--- config.mk ---
export PLATFORM = sky130hd
export DESIGN_NAME = data_bank_scheduler_flat
export DESIGN_NICKNAME = d
export VERILOG_FILES = /design/src/rtl/data_bank_scheduler_pkg.sv /design/src/rtl/data_bank_scheduler_if.sv /design/src/rtl/data_bank_scheduler_bank_age_arbiter.sv /design/src/rtl/data_bank_scheduler.sv /design/src/flat_wrapper.sv
export SDC_FILE = /design/constraint.sdc
export NUM_CORES = 1
export LEC_CHECK = 0
export CORE_AREA = 2 2 302 304
export DETAILED_ROUTE_END_ITERATION = 16
export DIE_AREA = 0 0 304 306
export GPL_ROUTABILITY_DRIVEN = 0
export PLACE_DENSITY_LB_ADDON = 0.1
export SYNTH_ARGS = -nofsm -noshare
export SYNTH_HDL_FRONTEND = slang
export SYNTH_SLANG_ARGS = --single-unit
--- constraint.sdc ---
create_clock -name clk -period 12.9 [get_ports clk]
set_input_delay 2.58 -clock clk [delete_from_list [all_inputs] [get_ports clk]]
set_output_delay 2.58 -clock clk [all_outputs]
set_load 0.05 [all_outputs]
--- src/rtl/data_bank_scheduler_pkg.sv ---
// Shared types, widths and the wrap-aware issue-id age comparison used by the
// data bank scheduler and its per-bank arbiters.
package data_bank_scheduler_pkg;

  localparam int CONFLICT_WIDTH = 16;
  localparam int ADDR_WIDTH     = 30;
  localparam int DATA_WIDTH     = 32;
  localparam int MAX_ID_WIDTH   = 32;
  localparam int PORT_IDX_WIDTH = 8;

  typedef struct packed {
    logic                  wen;
    logic [ADDR_WIDTH-1:0] addr;
    logic [DATA_WIDTH-1:0] wdata;
  } bank_req_t;

  typedef struct packed {
    logic                      valid;
    logic [PORT_IDX_WIDTH-1:0] port;
  } resp_pipe_t;

  // a is older than b when (a - b) mod 2^width has its top bit set
  function automatic logic id_older(input logic [MAX_ID_WIDTH-1:0] a,
                                    input logic [MAX_ID_WIDTH-1:0] b,
                                    input int unsigned width);
    logic [MAX_ID_WIDTH-1:0] diff;
    diff = a - b;
    return diff[width-1];
  endfunction

endpackage

--- src/rtl/data_bank_scheduler_if.sv ---
// Requester and bank-memory signal bundle for the data bank scheduler.
// The master side is the requesters plus memory; the slave side is the scheduler.
interface data_bank_scheduler_if #(
  parameter int NUM_PORTS  = 4,
  parameter int NUM_BANKS  = 4,
  parameter int BANK_DEPTH = 256,
  parameter int ID_WIDTH   = 6
);

  localparam int AW = $clog2(BANK_DEPTH);

  logic                req_valid  [NUM_PORTS];
  logic [ID_WIDTH-1:0] req_id     [NUM_PORTS];
  logic [29:0]         req_addr   [NUM_PORTS];
  logic                req_wen    [NUM_PORTS];
  logic [31:0]         req_wdata  [NUM_PORTS];
  logic                req_ready  [NUM_PORTS];
  logic                resp_valid [NUM_PORTS];
  logic [31:0]         resp_rdata [NUM_PORTS];

  logic                bank_en    [NUM_BANKS];
  logic                bank_wen   [NUM_BANKS];
  logic [AW-1:0]       bank_addr  [NUM_BANKS];
  logic [31:0]         bank_wdata [NUM_BANKS];
  logic [31:0]         bank_rdata [NUM_BANKS];

  modport master (
    output req_valid, req_id, req_addr, req_wen, req_wdata, bank_rdata,
    input  req_ready, resp_valid, resp_rdata,
    input  bank_en, bank_wen, bank_addr, bank_wdata
  );

  modport slave (
    input  req_valid, req_id, req_addr, req_wen, req_wdata, bank_rdata,
    output req_ready, resp_valid, resp_rdata,
    output bank_en, bank_wen, bank_addr, bank_wdata
  );

endinterface

--- src/rtl/data_bank_scheduler_bank_age_arbiter.sv ---
// Single-bank arbiter: starved candidates win lowest-index first, otherwise the
// oldest issue id wins with ties going to the lowest port index.
module bank_age_arbiter
  import data_bank_scheduler_pkg::*;
#(
  parameter int NUM_PORTS = 4,
  parameter int ID_WIDTH  = 6
) (
  input  logic [NUM_PORTS-1:0] cand,
  input  logic [ID_WIDTH-1:0]  ids [NUM_PORTS],
  input  logic [NUM_PORTS-1:0] starved,
  output logic [NUM_PORTS-1:0] grant
);

  logic [NUM_PORTS-1:0] hungry;
  logic                 found;
  int                   best;

  always_comb begin
    grant  = '0;
    found  = 1'b0;
    best   = 0;
    hungry = cand & starved;
    if (|hungry) begin
      for (int p = 0; p < NUM_PORTS; p++) begin
        if (hungry[p] && !found) begin
          grant[p] = 1'b1;
          found    = 1'b1;
        end
      end
    end else begin
      // strict "older" keeps the earlier port on equal ids
      for (int p = 0; p < NUM_PORTS; p++) begin
        if (cand[p] && (!found || id_older(MAX_ID_WIDTH'(ids[p]),
                                           MAX_ID_WIDTH'(ids[best]),
                                           ID_WIDTH))) begin
          best  = p;
          found = 1'b1;
        end
      end
      if (found) grant[best] = 1'b1;
    end
  end

endmodule

--- src/rtl/data_bank_scheduler.sv ---
// Age-ordered scheduler for the banked data memory: per-bank grant, one-cycle
// load return, starvation bound per port and per-bank conflict statistics.
module data_bank_scheduler
  import data_bank_scheduler_pkg::*;
#(
  parameter int NUM_PORTS    = 4,
  parameter int NUM_BANKS    = 4,
  parameter int BANK_DEPTH   = 256,
  parameter int ID_WIDTH     = 6,
  parameter int STARVE_LIMIT = 15
) (
  input  logic                      clk,
  input  logic                      rst_n,
  data_bank_scheduler_if.slave      bus,
  output logic [CONFLICT_WIDTH-1:0] conflict_cnt [NUM_BANKS]
);

  localparam int BANK_BITS = $clog2(NUM_BANKS);
  localparam int AW        = $clog2(BANK_DEPTH);
  localparam int WAIT_W    = $clog2(STARVE_LIMIT + 1);

  logic [ADDR_WIDTH-1:0]     bank_of  [NUM_PORTS];
  logic [ID_WIDTH-1:0]       ids      [NUM_PORTS];
  logic [NUM_PORTS-1:0]      cand     [NUM_BANKS];
  logic [NUM_PORTS-1:0]      grant    [NUM_BANKS];
  logic [NUM_PORTS-1:0]      starved;
  logic [WAIT_W-1:0]         wait_cnt [NUM_PORTS];
  bank_req_t                 sel_req  [NUM_BANKS];
  logic [PORT_IDX_WIDTH-1:0] win_port [NUM_BANKS];
  resp_pipe_t                pipe     [NUM_BANKS];

  // reset gates candidacy, so every combinational output falls to 0 with it
  always_comb begin
    for (int p = 0; p < NUM_PORTS; p++) begin
      bank_of[p] = bus.req_addr[p] & ADDR_WIDTH'(NUM_BANKS - 1);
      ids[p]     = bus.req_id[p];
      starved[p] = (wait_cnt[p] == WAIT_W'(STARVE_LIMIT));
    end
    for (int b = 0; b < NUM_BANKS; b++) begin
      cand[b] = '0;
      for (int p = 0; p < NUM_PORTS; p++) begin
        cand[b][p] = rst_n && bus.req_valid[p] && (bank_of[p] == ADDR_WIDTH'(b));
      end
    end
  end

  for (genvar b = 0; b < NUM_BANKS; b++) begin : g_arb
    bank_age_arbiter #(
      .NUM_PORTS(NUM_PORTS),
      .ID_WIDTH (ID_WIDTH)
    ) u_arb (
      .cand   (cand[b]),
      .ids    (ids),
      .starved(starved),
      .grant  (grant[b])
    );
  end

  always_comb begin
    for (int b = 0; b < NUM_BANKS; b++) begin
      sel_req[b]  = '0;
      win_port[b] = '0;
      for (int p = 0; p < NUM_PORTS; p++) begin
        if (grant[b][p]) begin
          sel_req[b].wen   = bus.req_wen[p];
          sel_req[b].addr  = bus.req_addr[p];
          sel_req[b].wdata = bus.req_wdata[p];
          win_port[b]      = PORT_IDX_WIDTH'(p);
        end
      end
      bus.bank_en[b]    = |grant[b];
      bus.bank_wen[b]   = sel_req[b].wen;
      bus.bank_addr[b]  = AW'(sel_req[b].addr >> BANK_BITS);
      bus.bank_wdata[b] = sel_req[b].wdata;
    end
    for (int p = 0; p < NUM_PORTS; p++) begin
      bus.req_ready[p] = 1'b0;
      for (int b = 0; b < NUM_BANKS; b++) begin
        bus.req_ready[p] = bus.req_ready[p] | grant[b][p];
      end
    end
  end

  always_ff @(posedge clk or negedge rst_n) begin
    if (!rst_n) begin
      for (int p = 0; p < NUM_PORTS; p++) wait_cnt[p] <= '0;
    end else begin
      for (int p = 0; p < NUM_PORTS; p++) begin
        if (bus.req_ready[p] || !bus.req_valid[p]) begin
          wait_cnt[p] <= '0;
        end else if (wait_cnt[p] != WAIT_W'(STARVE_LIMIT)) begin
          wait_cnt[p] <= wait_cnt[p] + 1'b1;
        end
      end
    end
  end

  // each bank remembers which port its load belongs to for the next cycle
  always_ff @(posedge clk or negedge rst_n) begin
    if (!rst_n) begin
      for (int b = 0; b < NUM_BANKS; b++) begin
        pipe[b]         <= '0;
        conflict_cnt[b] <= '0;
      end
    end else begin
      for (int b = 0; b < NUM_BANKS; b++) begin
        pipe[b].valid <= bus.bank_en[b] && !bus.bank_wen[b];
        pipe[b].port  <= win_port[b];
        if (((cand[b] & (cand[b] - 1'b1)) != '0) && (conflict_cnt[b] != '1)) begin
          conflict_cnt[b] <= conflict_cnt[b] + 1'b1;
        end
      end
    end
  end

  always_comb begin
    for (int p = 0; p < NUM_PORTS; p++) begin
      bus.resp_valid[p] = 1'b0;
      bus.resp_rdata[p] = '0;
      for (int b = 0; b < NUM_BANKS; b++) begin
        if (rst_n && pipe[b].valid && (pipe[b].port == PORT_IDX_WIDTH'(p))) begin
          bus.resp_valid[p] = 1'b1;
          bus.resp_rdata[p] = bus.bank_rdata[b];
        end
      end
    end
  end

endmodule

--- src/flat_wrapper.sv ---
// flat-port wrapper written by rule: the top's interface ports become plain ports
module data_bank_scheduler_flat import data_bank_scheduler_pkg::*;
#(
  parameter int NUM_PORTS    = 4,
  parameter int NUM_BANKS    = 4,
  parameter int BANK_DEPTH   = 256,
  parameter int ID_WIDTH     = 6,
  parameter int STARVE_LIMIT = 15
)
  (clk, rst_n, conflict_cnt, bus_req_valid, bus_req_id, bus_req_addr, bus_req_wen, bus_req_wdata, bus_bank_rdata, bus_req_ready, bus_resp_valid, bus_resp_rdata, bus_bank_en, bus_bank_wen, bus_bank_addr, bus_bank_wdata);
  data_bank_scheduler_if #(.NUM_PORTS(NUM_PORTS), .NUM_BANKS(NUM_BANKS), .BANK_DEPTH(BANK_DEPTH), .ID_WIDTH(ID_WIDTH)) bus_i ();
  input  logic clk;
  input  logic rst_n;
  output logic [CONFLICT_WIDTH-1:0] conflict_cnt[NUM_BANKS];
  input wire logic [$bits(bus_i.req_valid)-1:0] bus_req_valid;
  input wire logic [$bits(bus_i.req_id)-1:0] bus_req_id;
  input wire logic [$bits(bus_i.req_addr)-1:0] bus_req_addr;
  input wire logic [$bits(bus_i.req_wen)-1:0] bus_req_wen;
  input wire logic [$bits(bus_i.req_wdata)-1:0] bus_req_wdata;
  input wire logic [$bits(bus_i.bank_rdata)-1:0] bus_bank_rdata;
  output wire logic [$bits(bus_i.req_ready)-1:0] bus_req_ready;
  output wire logic [$bits(bus_i.resp_valid)-1:0] bus_resp_valid;
  output wire logic [$bits(bus_i.resp_rdata)-1:0] bus_resp_rdata;
  output wire logic [$bits(bus_i.bank_en)-1:0] bus_bank_en;
  output wire logic [$bits(bus_i.bank_wen)-1:0] bus_bank_wen;
  output wire logic [$bits(bus_i.bank_addr)-1:0] bus_bank_addr;
  output wire logic [$bits(bus_i.bank_wdata)-1:0] bus_bank_wdata;
  assign bus_i.req_valid = {>>{bus_req_valid}};
  assign bus_i.req_id = {>>{bus_req_id}};
  assign bus_i.req_addr = {>>{bus_req_addr}};
  assign bus_i.req_wen = {>>{bus_req_wen}};
  assign bus_i.req_wdata = {>>{bus_req_wdata}};
  assign bus_i.bank_rdata = {>>{bus_bank_rdata}};
  assign bus_req_ready = {>>{bus_i.req_ready}};
  assign bus_resp_valid = {>>{bus_i.resp_valid}};
  assign bus_resp_rdata = {>>{bus_i.resp_rdata}};
  assign bus_bank_en = {>>{bus_i.bank_en}};
  assign bus_bank_wen = {>>{bus_i.bank_wen}};
  assign bus_bank_addr = {>>{bus_i.bank_addr}};
  assign bus_bank_wdata = {>>{bus_i.bank_wdata}};
  data_bank_scheduler #(.NUM_PORTS(NUM_PORTS), .NUM_BANKS(NUM_BANKS), .BANK_DEPTH(BANK_DEPTH), .ID_WIDTH(ID_WIDTH), .STARVE_LIMIT(STARVE_LIMIT)) u_core (.clk(clk), .rst_n(rst_n), .bus(bus_i), .conflict_cnt(conflict_cnt));
endmodule
; ---- Word level (Yosys, flattened, before mapping)
; Index checks and enable logic that the tools add are counted.
[word_totals]
register_bits = 92
latchBits = 0
ram_bits = 0
romBits = 0
input_bits = 410
output_inout_bits = 368
word_cells = 492
memories = 0
[classes]
n_addsub = 24
mul = 0
div = 0
magnitude_cmp = 20
n_eq_ne = 36
n_shift = 0
muxes = 216
n_bitwise = 32
n_reduce_logical = 148
[op_table]
columns = cell, count
row1 = 32-bit two-way mux, 44
row2 = 63-bit two-way mux, 16
row3 = 32-bit by 3-bit greater-or-equal comparator with 1-bit output (second input constant), 12
row4 = 32-bit NOT, 12
row5 = 6-bit binary-select mux with 2-bit select, 12
row6 = 6-bit two-way mux, 24
row7 = 32-bit by 1-bit greater-or-equal comparator with 1-bit output (second input constant), 4
row8 = 32-bit by 4-bit less-than comparator with 1-bit output (second input constant), 4
row9 = 30-bit zero test, 4
row10 = 1-bit two-way mux, 92
row11 = 1-bit logical AND, 76
row12 = 6-bit subtractor, 12
row13 = 16-bit by 1-bit adder with 16-bit output (second input constant), 4
row14 = 4-bit two-way mux, 16
row15 = 16-bit != test (second input constant), 4
row16 = 4-bit bitwise AND, 8
row17 = 2-bit == test (second input constant), 16
row18 = 1-bit zero test, 32
row19 = 8-bit zero test, 4
row20 = 4-bit OR reduction, 8
row21 = 4-bit by 1-bit adder with 4-bit output (second input constant), 4
row22 = 2-bit by 1-bit == test with 1-bit output (second input constant), 8
row23 = 4-bit == test (second input constant), 4
row24 = 1-bit logical OR, 16
row25 = other kinds (7), 40

; ---- Longest topological paths before layout
; Gate-level depths: netlist (run 1).
[logic_depth]
ltp_word = 44
ltp_mapped = 32
depth_no_buf = 30

; ---- Modules after synthesis
; A second synthesis (run 1) with hierarchy kept.
[unflattened]
cells_unflattened = 2447
area_unflattened_um2 = 16062.9
[modules_own_cells]
columns = module, n_inst, cells_per_inst, area_per_inst_um2, seq_area_each_um2
row1 = data_bank_scheduler, 1, 2043, 13165.1, 2302.2
row2 = bank_age_arbiter, 4, 101, 724.4, 0.0

; ---- Worst setup path before layout (run 1)
; Ideal clock, no wire load.
[synth_path]
path_kind = input to output
from = input port bus_req_id[22]
to = output port bus_bank_wdata[14]
arrival_time_ps = 8970
t_required_ps = 10320
path_slack_ps = 1350
path_stages = 29
n_path_buf = 3
cell_sequence = inv_1 -> ha_1 -> a21o_1 -> a22o_2 -> a211oi_2 -> clkbuf_1 -> nor2_1 -> a21oi_1 -> ha_1 -> a21o_1 -> a21o_1 -> a21oi_1 -> nand2_1 -> xnor2_1 -> o21ai_1 -> clkbuf_1 -> o21ai_0 -> ha_1 -> a21o_1 -> a21o_1 -> a21oi_1 -> nand2_1 -> or4_1 -> nand3_1 -> nand3b_1 -> o31ai_2 -> buf_2 -> a221oi_1 -> a22oi_1
[synth_via]
elab_chain_cells = 36
word_cells_on_any_way = 45
[synth_rtl]
columns = element, line_no
row1 = start: declaration, flat_wrapper.sv:16  ; input wire logic [$bits(bus_i.req_id)-1:0] bus_req_id;
row2 = 6-bit binary-select mux with 2-bit select, data_bank_scheduler_bank_age_arbiter.sv:35  ; MAX_ID_WIDTH'(ids[best]),
row3 = 6-bit two-way mux (implied by the code) (2 in series), data_bank_scheduler_bank_age_arbiter.sv:35
row4 = 6-bit subtractor, data_bank_scheduler_pkg.sv:27  ; diff = a - b;
row5 = 1-bit logical OR, data_bank_scheduler_bank_age_arbiter.sv:34  ; if (cand[p] && (!found || id_older(MAX_ID_WIDTH'(ids[p]),
row6 = 1-bit logical AND, data_bank_scheduler_bank_age_arbiter.sv:34
row7 = 32-bit two-way mux, data_bank_scheduler_bank_age_arbiter.sv:34
row8 = 32-bit two-way mux, data_bank_scheduler_bank_age_arbiter.sv:24  ; if (|hungry) begin
row9 = 32-bit NOT (implied by the code), data_bank_scheduler_bank_age_arbiter.sv:35
row10 = [17 not listed], n/a
row11 = 32-bit by 1-bit greater-or-equal comparator with 1-bit output (implied by the code) or 32-bit by 4-bit less-than comparator with 1-bit output (tied branches), data_bank_scheduler_bank_age_arbiter.sv:41  ; if (found) grant[best] = 1'b1;
row12 = 1-bit logical AND (implied by the code), data_bank_scheduler_bank_age_arbiter.sv:41
row13 = 1-bit two-way mux (implied by the code), data_bank_scheduler_bank_age_arbiter.sv:41
row14 = 1-bit demux with 2-bit select, data_bank_scheduler_bank_age_arbiter.sv:41
row15 = 4-bit two-way mux *, data_bank_scheduler_bank_age_arbiter.sv:41
row16 = 4-bit two-way mux *, data_bank_scheduler_bank_age_arbiter.sv:24
row17 = 63-bit two-way mux (3 in series), data_bank_scheduler.sv:64  ; if (grant[b][p]) begin
row18 = 63-bit two-way mux *, data_bank_scheduler.sv:64
row19 = end: declaration, flat_wrapper.sv:27  ; output wire logic [$bits(bus_i.bank_wdata)-1:0] bus_bank_wdata;
; Mark *: on every way between the ends. The rest lies on a longest branch, timed or not. The select of a mux whose other input is x is not followed.

; ---- Worst setup path after layout (run 1)
[layout_path]
from = input port bus_req_id[16]
to = output port bus_bank_wdata[118]
; The elaborated chain is that of the path after synthesis.

==> impl_summary.md, run 1 <==
Cells and area
In the final design database the tool counted 3,157 nets. After filler insertion, the fill cell instance count of the layout stands at 9,804. The count of cells in the finished layout, fillers not included, comes to slightly below 4,000. The growth of design area from synthesis to finish is 67.8%.

The most common cell after layout, fill and taps aside is clkdlybuf4s50_1. The library cells used most frequently in the layout, excluding fill and tap cells, are 528 x clkdlybuf4s50_1, 524 x nand2_1, 259 x o21ai_0. The layout cell share with drive strength beyond 1 is 11.2%.

Synth
The post-synthesis sequential area ratio is 16.7%. The netlist uses 66 different library cells. Yosys attributes the largest share of cell area to dfrtp_1 17%, nand2_1 14%, a22oi_1 12%. The number of synthesis warnings is 0. The number of cells produced by synthesis is between 2,000 and 2,500. The top cell type by area accounts for between 15 and 20% of the synthesized area. The mean instance size in the synthesized netlist is 6.56 µm². The synthesized design contains 0 enable-type register cells. The mapped cell area is 13,800 µm².

The number of nets in the synthesized netlist is 2,558. Counting flops and latches in the post-synthesis netlist gives 92. Counting flops with an async set or reset pin after synthesis yields a share of between 90% and 100%. For this run, the leading register cell type out of synthesis is dfrtp_1. The library cell with the largest summed area after synthesis is dfrtp_1.

Clock network
The maximum count of clock buffers along a single path is 2. The clock slew at the register clock pins of the worst setup and hold paths is 70 ps. TritonCTS created 9 clock buffers. For this design, the CTS-stage hold fixing added 0 buffers. The clock latency of the later-clocked register in the worst-skew pair is 350 ps. The H-tree generated during clock tree synthesis spans 3 levels.

In this run the clock root is driven by a clkbuf_16. The TritonCTS clock tree is done. The tree built by TritonCTS fans out to 92 sinks.

Drt
The number of nets with antenna violations after detailed routing is 0. The initial DRC count is 1,961. The average detailed-routed wire length per instance is 24.8 µm. The remaining routing DRC violations is 0. For this run, the detailed router's first-pass iteration total came to 8. For this block, the routed nets add up to roughly 97,000 µm of wire. Summing over every cut layer, the via total after detailed routing is 19,541. After detailed routing, the number of vias per cell comes to 5.02.

Critical path
The kind of start point of the critical path is an input port. The worst flop-to-flop path endpoint is u_core.wait_cnt[5]$_DFFE_PN0P_. The largest individual stage delay along the critical path comes from the cell clkdlybuf4s50_1. By startpoint and endpoint, the worst setup path is classified as in2out.

The required time at the worst-slack endpoint is 10,320 ps. Counting cells, the worst reg-to-reg path comes to 11. The endpoint kind of the worst setup timing path is an output port. The worst register-to-register path begins at u_core.wait_cnt[8]$_DFFE_PN0P_. The arrival time reported for the critical path endpoint is 9880 ps. The most numerous cell type found on the critical path is a21o_1. The setup slack of the most critical reg-to-reg path is 9570 ps.

The critical-path maximum fanout is 24. The maximum cell stage delay along the critical path is 500 ps.

Timing
The clock period could shrink to ~12,000 ps. The transition time at the pin with the least slew margin is approximately 1000 ps. The number of max-slew violations in the final report came to 0. For this run, the top clock speed supported by timing is 80.3 MHz. Setup repair after global routing left no endpoint under its margin.

The setup clock skew after layout is 15.7 ps. Setup violations remaining at the end of the flow were counted as 0. The worst relative slew slack is a little under a third.

The final critical path takes up 96.6% of the cycle. The number of endpoints with negative hold slack in the final report is 0. Adding up every negative setup slack in the final design gives 0 ps.

Floorplan
The die extent in y is approximately 310 µm. The number of placed I/O pins is 778. The core region area is 89,600 µm². The die is approximately 300 µm wide. For this configuration, the core starts out at a cell density of 15.4%. The floorplan step defined a die boundary enclosing around 93,000 µm². After floorplanning, the core was divided into 110 placement rows.

Pwr
The power per standard cell area is 67.5 nW/µm². IR analysis of the VDD net gives a maximum drop of between 40 and 50 µV. The leakage component of the power is 9.78 nW.

Hold path
The type of the worst min-delay path is reg2reg. Along the worst hold path, the cell count comes to 1. For hold timing, the worst endpoint is u_core.conflict_cnt[24]$_DFFE_PN0P_. In this run the most critical hold path is launched from u_core.conflict_cnt[24]$_DFFE_PN0P_.

Job
The max-capacitance violation count is 0.

Global routing
The first global-routing pass estimated 138,000 µm of wire. The sum of overflow across all layers after global routing is 0. Entering global routing, the biggest net connects 66 pins. The initial antenna violation count is 19. The overall fraction of global-route tracks in use is 19.6%.

The number of global-route vias before repair came to about 20,000.

Placed design
The cell total after placement is approximately 3,900. The placed wire-length estimate is ~70,000 µm. The quantity of I/O buffers inserted on ports is 697.

Outcome
The run finished with clean final reports.
-- worst max path at each step --
stage,from,end,slack [ps],cells past startpoint
floorplan,bus_req_id[22],bus_bank_wdata[14],1350,29
CTS,bus_req_id[20],bus_bank_wdata[13],290,30
finish,bus_req_id[16],bus_bank_wdata[118],440,32
global placement,bus_req_id[20],bus_bank_wdata[13],290,30
detailed placement,bus_req_id[20],bus_bank_wdata[13],320,30
global route,bus_req_id[20],bus_bank_wen[1],10,31
-- cells in the mapped netlist (all sizes together) (10+ instances only) --
cell type	n
clkbuf	141
a21o	19
mux2i	11
a222oi	78
a221o	41
and3	34
nand3	43
o2bb2ai	41
nand2	526
nor3	22
or3	10
inv	62
xor2	23
and4	11
a31oi	10
a22oi	213
buf	28
xnor2	51
a21oi	80
nand2b	12
nor2	125
nor2b	13
dfrtp	92
nand4	20
ha	44
o21ai	267
-- critical path, delay by kind of cell --
family          cells  cell delay, ps
buf+inv             6            1560
simple gates        5             730
xor+xnor            2             520
fa+ha+maj           3            1050
compound gates     16            3380
-- metal layers --
| layer | GRT usage [%] | vias to the layer above | part of all wire (%) |
|---|---|---|---|
| li1 | - | 9046 | - |
| met1 | 22.7 | 9436 | 39 |
| met2 | 35.6 | 920 | 51 |
| met3 | 4.62 | 131 | 7.8 |
| met4 | 6.05 | 8 | 2.9 |
| met5 | 0 | - | 0.056 |
-- power breakdown --
group / total [W] / switching, W / internal, W
sequential: 0.000322 / 0.0000184 / 0.000304
combinational: 0.000974 / 0.000612 / 0.000362
clock: 0.000267 / 0.000131 / 0.000135
-- stage by stage --
stage | hold WS, ps | utilization [%] | area, µm² | total power [W] | setup WS, ps
floorplan | 541 | - | 13800 | 0.000814 | 1350
global placement | 476 | 25.5 | 22800 | 0.00130 | 292
detailed placement | 482 | 25.5 | 22800 | 0.00130 | 322
CTS | 494 | 25.8 | 23100 | 0.00158 | 289
global route | 507 | 25.8 | 23200 | 0.00164 | 14.5
finish | 488 | 25.8 | 23200 | 0.00156 | 440
-- timing repair --
action,CTS,global route
setup endpoints to repair,0,78
resized for setup,0,6
buffers inserted,0,0
-- cells by family (layout without fill, tap and decap cells) --
family	after synthesis	count (layout)	share of synthesized area (%)
adder cells (fa/ha/maj)	44	44	3.99
AND/OR/NAND/NOR	851	851	26.8
other	0	10	0
XOR/XNOR	75	75	4.86
multiplexers	16	16	1.21
flip-flops	92	92	16.7
AO/OA/AOI/OAI	795	795	40.0
buffers and inverters	231	835	6.44
-- flip-flops by register name, summed over array words and instances (netlist names) --
| name | count |
|---|---|
| u_core.pipe | 12 |
| u_core.conflict_cnt | 64 |
| u_core.wait_cnt | 16 |
-- cell type report --
type	instances	area (µm²)	area share, %
Sequential cell	92	2300	9.94
Clock buffer	9	225	0.973
Clock inverter	7	66.3	0.286
Timing Repair Buffer	757	8070	34.8
Antenna cell	10	25.0	0.108
Multi-Input combinational cell	1781	10800	46.5
Inverter	62	233	1.01
Tap cell	1176	1470	6.35
(Power assumes the default switching activity.)
==> run 2, diff against run 1 <==
--- a/config.mk
+++ b/config.mk
@@ -5,11 +5,12 @@
 export SDC_FILE = /design/constraint.sdc
 export NUM_CORES = 1
 export LEC_CHECK = 0
-export CORE_AREA = 2 2 302 304
+export CORE_AREA = 2 2 307 309
 export DETAILED_ROUTE_END_ITERATION = 16
-export DIE_AREA = 0 0 304 306
+export DIE_AREA = 0 0 309 311
 export GPL_ROUTABILITY_DRIVEN = 0
 export PLACE_DENSITY_LB_ADDON = 0.1
 export SYNTH_ARGS = -nofsm -noshare
 export SYNTH_HDL_FRONTEND = slang
+export SYNTH_HIERARCHICAL = 1
 export SYNTH_SLANG_ARGS = --single-unit
==> impl_summary.md, run 2 <==
Synth
The number of nets in the synthesized netlist is 2,913. The number of cells produced by synthesis is 2,447. The library cell with the largest summed area after synthesis is o21ai_0. The post-synthesis cell type count is 68. Each instance of the synthesized netlist takes up on average ~6.6 µm². The mapped cell area is 16,100 µm².

The number of synthesis warnings is 6. In the post-synthesis netlist, the biggest area contributors are o21ai_0 15%, dfrtp_1 14%, nand2_1 13%. Yosys instantiated no cell more often than nand2_1. The number of synthesized register bits is between 90 and 100. Among all flip-flop cells after synthesis, the most frequent one is dfrtp_1. In the synthesized netlist the async set-or-reset flop fraction comes to 100%. By count the netlist is led by 547 x nand2_1, 478 x o21ai_0, 177 x clkbuf_1. The count of flip-flops with a built-in enable after synthesis is 0. Summed over its instances, the top area cell type makes up ~15% of the synthesized netlist area. After synthesis, flip-flops and latches occupy 14.3% of the total area.

Critical path
The critical path's slowest cell is clkdlybuf4s50_1. Together, buffers and inverters on the worst path number 3. STA classifies the critical path endpoint as an output port. The critical-path maximum fanout is 40. Broken down by cell family, the worst path's largest delay share belongs to compound AO/OA/AOI/OAI gates. The required time at the worst-slack endpoint is just over 10,000 ps. The worst setup path is of the in2out kind. On the worst path, the slowest cell contributes a delay of about 700 ps. The worst setup path is launched from an input port. Among the stages of the critical path, the cell type that occurs most often is a21o_1. STA puts the critical path data arrival time at 9870 ps.

Floorplan
The area of the die is 96,100 µm². In this run the vertical extent of the chip is 311 µm. The core region is 92,800 µm². The total number of placement rows is 112. In this run the count of I/O pins placed on the die edge is 778. The die is 309 µm wide. The initial core utilization is 17.3%.

Cells and area
The register with the most flip-flops in the layout has between 60 and 70 of them. The count of nets after finishing is 3,525. The count of filler cells inserted in the layout is between 9,000 and 10,000.

In the layout the commonest cells are 543 x nand2_1, 523 x clkdlybuf4s50_1, 478 x o21ai_0. In the final layout, the registers with the most flip-flops are u_core/conflict_cnt: 64 flops, u_core/wait_cnt: 16 flops, u_core/pipe: 12 flops. The most common cell after layout, fill and taps aside is nand2_1. The growth of design area from synthesis to finish is 68.3%. In the final layout, the share of cells above drive strength 1 is 12.8%.

The register bank with the most flops is u_core/conflict_cnt.

Drt
The routed layout has approximately 23,000 vias. In the final routed layout, each cell accounts on average for 25.0 µm. The overall routed net length is 108,000 µm. After the first detailed-routing iteration, the DRC count stood at between 2,000 and 2,500. The wire length on met1 is between 40,000 and 50,000 µm.

The remaining routing DRC violations is 0. In the detailed route, the total length drawn on met2 is 54,300 µm. The routed design uses between 10,000 and 15,000 µm of met3 wire. In the routed layout, each cell is associated on average with a via count of 5.19. The number of iterations in the first detailed-routing pass is 8. The number of nets with antenna violations after detailed routing is 0.

The topmost layer with routed signal wires is met5.

Pwr
The fraction of power spent switching nets is 47.6%. The net switching power of the design is 0.000828 W. For this design the static power due to leakage is a little under 10 nW. The share of total power in combinational logic is 64.5%. The share of total power in the clock network is between 10% and 20%. The peak ir drop on the vdd network is 45.2 µV. The internal portion of the total power is 0.000911 W.

The power per standard cell area is 64.3 nW/µm². The post-route total power is 0.00174 W. Of the total power, registers draw 18.8%.

Placed design
Input and output buffers added on the ports amount to 697. The HPWL after detailed placement is 77,900 µm. The pre-CTS worst setup slack is between 200 and 250 ps.

Global routing
The first global-routing pass estimated between 150,000 and 200,000 µm of wire. In the global route stage, overall resource usage came out at 21.5%. The pin count of the biggest net entering global routing is 85.

The initial antenna violation count is 24. The number of global-route vias before repair is 22,701. Summed over all layers, the global routing overflow is 0.

Hold path
The type of the worst min-delay path is reg2reg.

Clock network
The number of sinks on the clock net is 92. The TritonCTS clock tree is done. The maximum count of clock buffers along a single path is 2. After clock tree synthesis, the clock-pin slew on the worst setup and hold paths is 70 ps. The later pin in the worst-skew pair is clocked with a latency of 360 ps. The master cell of the clock root buffer is clkbuf_16.

The clock tree synthesis step divided the H-tree into 3 levels. The TritonCTS buffer count is 9.

Timing
The worst relative slew slack is 30.6%. The number of setup violations in the final report is 0. For the finished layout, the period the worst path requires is approximately 12,000 ps. The number of endpoints with negative hold slack in the final report is 0. The setup slack of the critical path after layout is 455 ps. At the pin with the least slew margin, the transition time is 1040 ps. The final period utilization is 96.5%. The setup clock skew after layout is between 10 and 15 ps. Setup repair after global routing left no endpoint under its margin. For this run, the top clock speed supported by timing is 80.4 MHz. The number of max-slew violations in the final report is 0.

The aggregate negative setup slack is 0 ps.

Outcome
The run finished with clean final reports.

Job
The max-capacitance violation count is 0.
[run 2: changes by cell type after synthesis, moves of 14 or more]
cell / before / now
nand3_1: 43 / 66
nand2_1: 526 / 547
xnor2_1: 51 / 24
a22oi_1: 213 / 43
mux2i_1: 11 / 130
and3_1: 34 / 14
xor2_1: 23 / 37
o21ai_1: 8 / 56
a222oi_1: 78 / 0
nand4_1: 20 / 39
o21ai_0: 259 / 478
clkbuf_1: 141 / 177
a221oi_1: 4 / 128
o2bb2ai_1: 41 / 0
[run 2: worst paths after layout]
| kind | start | end | slack [ps] | depth (start not counted) |
|---|---|---|---|---|
| worst max-delay path | bus_req_id[14] | bus_bank_wdata[114] | 450 | 29 |
| worst min-delay path | u_core/conflict_cnt[5]$_DFFE_PN0P_ | u_core/conflict_cnt[5]$_DFFE_PN0P_ | 490 | 1 |
| worst max register to register | u_core/wait_cnt[0]$_DFFE_PN0P_ | u_core/pipe[8]$_DFF_PN0_ | 9400 | 11 |
| worst min register to register | u_core/conflict_cnt[5]$_DFFE_PN0P_ | u_core/conflict_cnt[5]$_DFFE_PN0P_ | 490 | 1 |
| max in group asynchronous | rst_n | u_core/wait_cnt[6]$_DFFE_PN0P_ | 9670 | 2 |
| min in group asynchronous | rst_n | u_core/conflict_cnt[33]$_DFFE_PN0P_ | 2200 | 1 |
[run 2: metal layers]
layer	track usage, %	up-vias
met1	24.5	10847
met3	5.73	216
li1	-	10235
met4	7.78	12
met5	0	-
met2	38.1	1193
[run 2: kinds of logic after synthesis]
kind of cell,after synthesis,share of synthesized area (%)
compound gates,887,34.7
fa+ha+maj,58,4.49
simple gates,954,27.6
flops,92,14.3
mux,138,8.69
xor+xnor,69,4.14
buf+inv,249,6.08
[run 2: per-stage QoR]
step	utilization (%)	hold WS (ps)	std cells	instance area (µm²)
floorplan	-	539	2447	16100
finish	29.1	490	4332	27000
CTS	29.1	492	4314	27000
global route	29.1	519	4330	27000
detailed placement	28.7	477	4298	26600
global placement	28.7	484	4298	26600
[run 2: area by class of cell]
type | instances | area, µm² | share of cell area, %
flip-flops and latches | 92 | 2300 | 8.52
multi-input cells | 2106 | 13000 | 48.2
diodes | 14 | 35.0 | 0.130
well taps | 1254 | 1570 | 5.80
repair buffers | 798 | 9580 | 35.4
clock buffers | 9 | 225 | 0.833
clock inverters | 7 | 93.8 | 0.347
inverters | 52 | 195 | 0.722
[run 2: what timing repair did]
action,CTS,global route
hold buffers,0,0
gates resized for setup,0,2
setup endpoints to repair,0,43
endpoints found under the hold margin,0,0
buffers inserted,0,4
[run 2: worst reg2reg max path, delay by kind of cell (launching register included)]
family | cells | cell delay [ps]
and+or+nand+nor | 4 | 1370
DFF | 1 | 410
adders and majority gates | 1 | 220
AOI/OAI and AO/OA | 5 | 1160
buffers and inverters | 1 | 180
[run 2: power by group through the flow]
stage               clock network (W)  registers, W  logic, W
finish                       0.000290      0.000328   0.00112
global route                 0.000314      0.000331   0.00118
CTS                          0.000302      0.000328   0.00113
detailed placement                  0      0.000334   0.00112
global placement                    0      0.000332   0.00111
floorplan                           0      0.000362  0.000510
